$ cat config.mk
export PLATFORM = sky130hd
export DESIGN_NAME = mem_read_responder
export DESIGN_NICKNAME = d
export VERILOG_FILES = /design/src/rtl/mem_read_responder_pkg.sv /design/src/rtl/rd_port_slot.sv /design/src/rtl/mem_read_responder.sv
export SDC_FILE = /design/constraint.sdc
export NUM_CORES = 1
export LEC_CHECK = 0
export CAP_MARGIN = 25
export CELL_PAD_IN_SITES_DETAIL_PLACEMENT = 1
export CELL_PAD_IN_SITES_GLOBAL_PLACEMENT = 1
export CORE_ASPECT_RATIO = 0.9
export CORE_MARGIN = 2
export CORE_UTILIZATION = 31
export DETAILED_ROUTE_END_ITERATION = 6
export PLACE_DENSITY_LB_ADDON = 0.1
export SKIP_CTS_REPAIR_TIMING = 1
export SLEW_MARGIN = 20
export SYNTH_ARGS = -nofsm -noshare
export SYNTH_HDL_FRONTEND = slang
export SYNTH_SLANG_ARGS = --single-unit
$ cat constraint.sdc
create_clock -name CLK -period 3.5 [get_ports CLK]
set_input_delay 1.05 -clock CLK [delete_from_list [all_inputs] [get_ports CLK]]
set_output_delay 1.05 -clock CLK [all_outputs]
set_load 0.01 [all_outputs]
$ cat src/rtl/mem_read_responder_pkg.sv
// Shared types and constants for the instruction/data read responder.
package mem_read_responder_pkg;
    localparam int WORD_W     = 32;
    localparam int BYTE_OFF_W = 2;

    typedef enum logic [1:0] {
        IDLE,
        SERVE_I,
        SERVE_D
    } state_e;
endpackage

$ cat src/rtl/rd_port_slot.sv
// Per-initiator-port bookkeeping: done flag, returned word, RVALID pulse and stall term.
module rd_port_slot
    import mem_read_responder_pkg::*;
(
    input  logic              clk_i,
    input  logic              rst_i,
    input  logic              rden_i,
    input  logic              capture_i,
    input  logic              advance_i,
    input  logic [WORD_W-1:0] ram_rdata_i,
    output logic              pend_o,
    output logic              rvalid_o,
    output logic [WORD_W-1:0] rdata_o
);
    logic              done_q, done_d;
    logic              rvalid_q, rvalid_d;
    logic [WORD_W-1:0] rdata_q, rdata_d;

    // A capture can never coincide with a completion of the same port: the
    // FSM only serves a port whose done flag is clear.
    always_comb begin
        done_d   = done_q;
        rvalid_d = 1'b0;
        rdata_d  = rdata_q;
        if (capture_i) begin
            done_d  = 1'b1;
            rdata_d = ram_rdata_i;
        end else if (advance_i && done_q) begin
            done_d   = 1'b0;
            rvalid_d = 1'b1;
        end
    end

    always_ff @(posedge clk_i or posedge rst_i) begin
        if (rst_i) begin
            done_q   <= 1'b0;
            rvalid_q <= 1'b0;
            rdata_q  <= '0;
        end else begin
            done_q   <= done_d;
            rvalid_q <= rvalid_d;
            rdata_q  <= rdata_d;
        end
    end

    assign pend_o   = rden_i & ~done_q;
    assign rvalid_o = rvalid_q;
    assign rdata_o  = rdata_q;
endmodule

$ cat src/rtl/mem_read_responder.sv
// Serves the core's instruction and data read ports from one req/ack RAM port,
// stalling the core until every presented read has been fetched.
module mem_read_responder
    import mem_read_responder_pkg::*;
#(
    parameter int ADDR_WIDTH = 14,
    parameter bit DATA_FIRST = 1'b1
) (
    input  logic                  CLK,
    input  logic                  RST,
    input  logic                  INST_RDEN,
    input  logic [31:0]           INST_RADDR,
    output logic                  INST_RVALID,
    output logic [31:0]           INST_RDATA,
    input  logic                  DATA_RDEN,
    input  logic [31:0]           DATA_RADDR,
    output logic                  DATA_RVALID,
    output logic [31:0]           DATA_RDATA,
    output logic                  MEM_WAIT,
    output logic                  RAM_REQ,
    output logic [ADDR_WIDTH-1:0] RAM_ADDR,
    input  logic                  RAM_ACK,
    input  logic [31:0]           RAM_RDATA
);
    state_e                state_q, state_d;
    logic                  req_q, req_d;
    logic [ADDR_WIDTH-1:0] addr_q, addr_d;
    logic                  pend_i, pend_d;
    logic                  cap_i, cap_d;
    logic                  pick_i, pick_d;
    logic [ADDR_WIDTH-1:0] inst_word, data_word;
    logic                  unused_addr_bits;

    assign inst_word = INST_RADDR[ADDR_WIDTH+BYTE_OFF_W-1:BYTE_OFF_W];
    assign data_word = DATA_RADDR[ADDR_WIDTH+BYTE_OFF_W-1:BYTE_OFF_W];
    assign unused_addr_bits = ^{INST_RADDR[31:ADDR_WIDTH+BYTE_OFF_W], INST_RADDR[BYTE_OFF_W-1:0],
                                DATA_RADDR[31:ADDR_WIDTH+BYTE_OFF_W], DATA_RADDR[BYTE_OFF_W-1:0]};

    assign MEM_WAIT = pend_i | pend_d;
    assign pick_d   = pend_d & (DATA_FIRST | ~pend_i);
    assign pick_i   = pend_i & (~DATA_FIRST | ~pend_d);

    always_comb begin
        state_d = state_q;
        req_d   = req_q;
        addr_d  = addr_q;
        cap_i   = 1'b0;
        cap_d   = 1'b0;
        case (state_q)
            IDLE: begin
                if (pick_d) begin
                    state_d = SERVE_D;
                    req_d   = 1'b1;
                    addr_d  = data_word;
                end else if (pick_i) begin
                    state_d = SERVE_I;
                    req_d   = 1'b1;
                    addr_d  = inst_word;
                end
            end
            // On ACK hand straight over to the other port if it is waiting.
            SERVE_I: begin
                if (req_q && RAM_ACK) begin
                    cap_i = 1'b1;
                    if (pend_d) begin
                        state_d = SERVE_D;
                        addr_d  = data_word;
                    end else begin
                        state_d = IDLE;
                        req_d   = 1'b0;
                    end
                end
            end
            SERVE_D: begin
                if (req_q && RAM_ACK) begin
                    cap_d = 1'b1;
                    if (pend_i) begin
                        state_d = SERVE_I;
                        addr_d  = inst_word;
                    end else begin
                        state_d = IDLE;
                        req_d   = 1'b0;
                    end
                end
            end
            default: begin
                state_d = IDLE;
                req_d   = 1'b0;
            end
        endcase
    end

    always_ff @(posedge CLK or posedge RST) begin
        if (RST) begin
            state_q <= IDLE;
            req_q   <= 1'b0;
            addr_q  <= '0;
        end else begin
            state_q <= state_d;
            req_q   <= req_d;
            addr_q  <= addr_d;
        end
    end

    assign RAM_REQ  = req_q;
    assign RAM_ADDR = addr_q;

    rd_port_slot u_inst (
        .clk_i       (CLK),
        .rst_i       (RST),
        .rden_i      (INST_RDEN),
        .capture_i   (cap_i),
        .advance_i   (~MEM_WAIT),
        .ram_rdata_i (RAM_RDATA),
        .pend_o      (pend_i),
        .rvalid_o    (INST_RVALID),
        .rdata_o     (INST_RDATA)
    );

    rd_port_slot u_data (
        .clk_i       (CLK),
        .rst_i       (RST),
        .rden_i      (DATA_RDEN),
        .capture_i   (cap_d),
        .advance_i   (~MEM_WAIT),
        .ram_rdata_i (RAM_RDATA),
        .pend_o      (pend_d),
        .rvalid_o    (DATA_RVALID),
        .rdata_o     (DATA_RDATA)
    );
endmodule

### Word level (Yosys, flattened, before mapping)

Index checks and enable logic that the tools add are counted.

* register bits after elaboration: 85
* bits in latches: 0
* bits in writable memories: 0
* ROM bits: 0
* bits of input ports: 101
* word-level logic and storage cells: 68
* memories kept: 0

* add/subtract/negate cells: 0
* multipliers: 0
* divide/modulo/power cells: 0
* $lt $le $gt $ge: 0
* equality and inequality tests: 9
* shift-type cells: 0
* multiplexer cells: 32
* bitwise logic cells: 8
* reduce and logical (&&, ||, !) cells: 10

Operator list (number)
* 14-bit 2-to-1 mux: 6
* 14-bit case mux with 3 select lines: 1
* 1-bit 2-to-1 mux: 18
* 2-bit inequality test, second input constant: 6
* 2-bit 2-to-1 mux: 5
* 2-bit case mux with 3 select lines: 1
* 6-bit AND reduction: 1
* 5-bit AND reduction: 1
* 1-bit inverter: 4
* 2-bit nonzero test: 2
* 1-bit bitwise AND: 3
* 1-bit logical AND: 3
* 3-bit inequality test, second input constant: 1
* 1-bit case mux with 3 select lines: 1
* 3-bit AND reduction: 1
* 3-bit nonzero test: 1
* 2-bit by 1-bit == test with 1-bit output, second input constant: 1
* 2-bit == test, second input constant: 1
* 2-bit logical NOT: 1
* 1-bit OR: 1

### Logic depth before layout (Yosys ltp)

* depth after elaboration: 7
* gate-level depth with buffers: 8
* mapped depth without buffers: 6

### Hierarchy

From an unflattened synthesis, not the netlist that was laid out.

* cells, all modules: 282
* area total of the unflattened synthesis: 4111.4 µm²

Modules (own cells, without submodules)
* rd_port_slot: instances 2, cells an instance 76, area each 1416.4 µm², sequential area each 850.8 µm²
* mem_read_responder: instances 1, cells an instance 130, area each 1278.7 µm², sequential area each 425.4 µm²

### Worst setup path before layout

Ideal clock, no wire load.

* path kind: input -> output
* start point: input port DATA_RDEN
* end point: output port MEM_WAIT
* arrival time: 1.622 ns
* slack: 0.828 ns
* stages on the path: 4
* path buffers: 2
* path through: nand2b_4 > buf_6 > clkbuf_1 > nand2_1

* cells in the longest elaborated chain, start to end: 2

Ends and longest elaborated chain
* start, declared: line mem_read_responder.sv:15 `input logic DATA_RDEN,`
* 1-bit bitwise AND: line rd_port_slot.sv:46 `assign pend_o = rden_i & ~done_q;`
* 1-bit OR: line mem_read_responder.sv:39 `assign MEM_WAIT = pend_i | pend_d;`
* end, declared: line mem_read_responder.sv:19 `output logic MEM_WAIT,`

No other way between the ends.

### Final worst setup path

* start point: input port INST_RDEN
* end point: output port MEM_WAIT

* cells in the longest elaborated chain, start to end: 2

Ends and longest elaborated chain
* start, declared: line mem_read_responder.sv:11 `input logic INST_RDEN,`
* 1-bit bitwise AND: line rd_port_slot.sv:46
* 1-bit OR: line mem_read_responder.sv:39

No other way between the ends.

==> results.py <==
metrics = {
    "status": {
        "status": "complete, no violations",
    },
    "clocking": {
        "cts_made_buffers": 9,
        "cts_sinks": 85,
        "cts_tree": "built",
        "clockRootBuffer": "clkbuf_16",
        "clk_latency_ns": 0.34,
        "path_clk_slew_ns": 0.06,
        "cts.htree.levels": 3,
        "clockBufferDepth": 2,
    },
    "synth": {
        "postSynthCellCount": 274,
        "synth_cell_type_count": 27,
        "syn_area_per_cell_sq_um": 13.7,
        "synth_common_cells": "dfrtp_1 (85), mux2_2 (69), nand2_1 (34)",
        "synth_edf_count": 0,
        "ys_ff_latch": 85,
        "yosys-top-cells-area": "dfrtp_1 (57%), mux2_2 (21%), mux2_4 (4.0%), nand2_1 (3.4%), a221oi_1 (3.3%)",
        "synth-main-ff-cell": "dfrtp_1",
        "yosysMostFrequentCell": "dfrtp_1",
        "synth_top_area_cell": "dfrtp_1",
        "yosysSeqAreaShare_pct": 56.7,
        "synthDominantCellAreaShare_pct": 56.7,
        "yosys_warnings": 0,
        "netlist_area_sq_um": 3750,
        "ys_async_sr_fraction_pct": 100,
        "synth_nets": 382,
    },
    "routing": {
        "vias_per_cell": 4.85,
        "detail_route.first_pass.iterations": 4,
        "drtAntennaViolNets": 0,
        "routedWlPerCell_um": 17.5,
        "drtIter0Drc": 92,
        "drc": 0,
        "vias": 2830,
        "wl_mm": 10.2,
    },
    "sta": {
        "hold_viol": 0,
        "worst_slack_ns": 0.168,
        "slew_headroom_pct": 50.6,
        "finClkSkew_ns": 0.00770,
        "worstMarginPinSlew_ns": 0.741,
        "fmax_mhz": 300,
        "rsz0062_at_grt": "false",
        "setup_viol": 0,
        "tns_ns": 0,
        "period_share_pct": 95.2,
        "period_needed_ns": 3.33,
        "report.final.slew_viol_count": 0,
    },
    "critical_path": {
        "startpoint_type": "primary input",
        "cp_common_cell": "clkdlybuf4s50_1",
        "path_cells": "clkdlybuf4s50_1 > nand2b_2 > nand2_1 > clkdlybuf4s50_1",
        "critPathMaxFanout": 4,
        "crit_family": "buffers and inverters",
        "critical_path_required_ns": 2.45,
        "cp.arrival_ns": 2.28,
        "path_class": "in -> out",
        "crit_path_end_kind": "primary output",
        "crit_path_top_delay_cell": "clkdlybuf4s50_1",
        "slowest_delay_ns": 0.55,
        "path_buf_inv": 2,
    },
    "placed_design": {
        "gp_congestion": 0.696,
        "place_ws_ns": 0.163,
        "io_buffers": 146,
        "place_hpwl_mm": 7.11,
        "dp.cells": 568,
    },
    "cells_and_area": {
        "syn2layout_area_growth_pct": 52.2,
        "nFillCells": 1233,
        "finalNetCount": 527,
        "drive_gt1_share_pct": 25.5,
        "final_util_pct": 47.8,
        "instances_no_fill": 584,
        "antennaDiodeCount": 0,
    },
    "power": {
        "power_leakage_nw": 2.43,
        "ir_worst_vdd_v": 0.000513,
        "powerDensity_nw_per_um2": 964,
    },
    "global_route": {
        "overflow": 0,
        "grt_pass1_vias": 3077,
        "track_usage_pct": 16.4,
        "grt_max_degree": 37,
        "grt_first_pass_wirelength_mm": 16.2,
        "antenna_found_initial": 0,
    },
    "job": {
        "cap_viol_max_count": 0,
    },
    "die": {
        "die_h_um": 108,
        "pin_count": 183,
        "start_util_pct": 31.4,
        "design.die.area_sq_um": 13000,
        "die_x_um": 120,
        "placementRows": 38,
        "core_area_sq_um": 11900,
    },
    "worst_hold_path": {
        "hold_path.class": "reg -> reg",
    },
}
[layer usage]
layer / track usage [%] / routed length, um / up-vias
met5: 0 / 0 / -
met3: 8.02 / 850 / 8
met2: 27.8 / 4960 / 97
met4: 4.62 / 70 / 0
met1: 18.4 / 4330 / 1448
li1: - / - / 1277
[logic make-up after synthesis]
family	share of synthesized area, %
flops	56.7
mux	24.7
simple gates	5.57
compound gates	7.84
buf+inv	2.77
fa+ha+maj	2.34
[power breakdown]
part	switching, W	leakage, nW	total, W	internal [W]
clock network	0.000405	0.156	0.00103	0.000629
logic	0.00110	1.24	0.00273	0.00164
registers	0.000257	1.03	0.00173	0.00148
total	0.00176	2.43	0.00550	0.00374
[area by class of cell]
class,instances,area [sq um],share of cell area [%]
Tap cell,160,200,3.51
Clock inverter,7,98.8,1.73
Inverter,4,16.3,0.285
Sequential cell,85,2130,37.3
Timing Repair Buffer,151,1510,26.5
Multi-Input combinational cell,168,1530,26.8
Clock buffer,9,225,3.95
[layout by cell type, fill, tap and decap left out, drive strengths merged]
cell,n
clkdlybuf4s50,146
dfrtp,85
mux2,79
nand2,34
a221oi,15
a31oi,13
clkbuf,9
ha,7
buf,5
clkinv,5
o21ai,3
nand2b,3
inv,3
nand3,2
and3,2
o31ai,2
bufinv,2
and2b,1
a2bb2oi,1
a31o,1
nor3,1
nor2b,1
nor2,1
o2bb2ai,1
a22oi,1
clkinvlp,1
[worst paths after layout]
path	start	end	slack [ns]	cells past startpoint
min in group asynchronous	RST	u_inst.rdata_o[23]$_DFFE_PP0P_	1.11	2
max in group asynchronous	RST	u_data.rdata_o[0]$_DFFE_PP0P_	1.71	3
worst max-delay path	INST_RDEN	MEM_WAIT	0.17	4
worst min-delay path	u_data.rdata_o[6]$_DFFE_PP0P_	u_data.rdata_o[6]$_DFFE_PP0P_	0.50	1
worst max register to register	state_q[1]$_DFFE_PP0P_	RAM_ADDR[2]$_DFFE_PP0P_	1.03	6
worst min register to register	u_data.rdata_o[6]$_DFFE_PP0P_	u_data.rdata_o[6]$_DFFE_PP0P_	0.50	1
[state kept, by name, indices dropped and copies added, names as in the netlist]
name,flops
u_inst.rdata_o,32
u_data.rdata_o,32
state_q,2
RAM_REQ,1
RAM_ADDR,14
u_data.done_q,1
u_data.rvalid_o,1
u_inst.rvalid_o,1
u_inst.done_q,1
[per-stage QoR]
| step | instance area [sq um] | hold slack [ns] | power [W] |
|---|---|---|---|
| 3_3_place_gp | 5380 | 0.486 | 0.00445 |
| 4_1_cts | 5710 | 0.507 | 0.00560 |
| 3_5_place_dp | 5380 | 0.492 | 0.00452 |
| 6_report | 5710 | 0.503 | 0.00550 |
| 5_1_grt | 5710 | 0.520 | 0.00584 |
| 2_1_floorplan | 3750 | 0.475 | 0.00322 |
No activity file was read; power rests on OpenSTA's default activity.
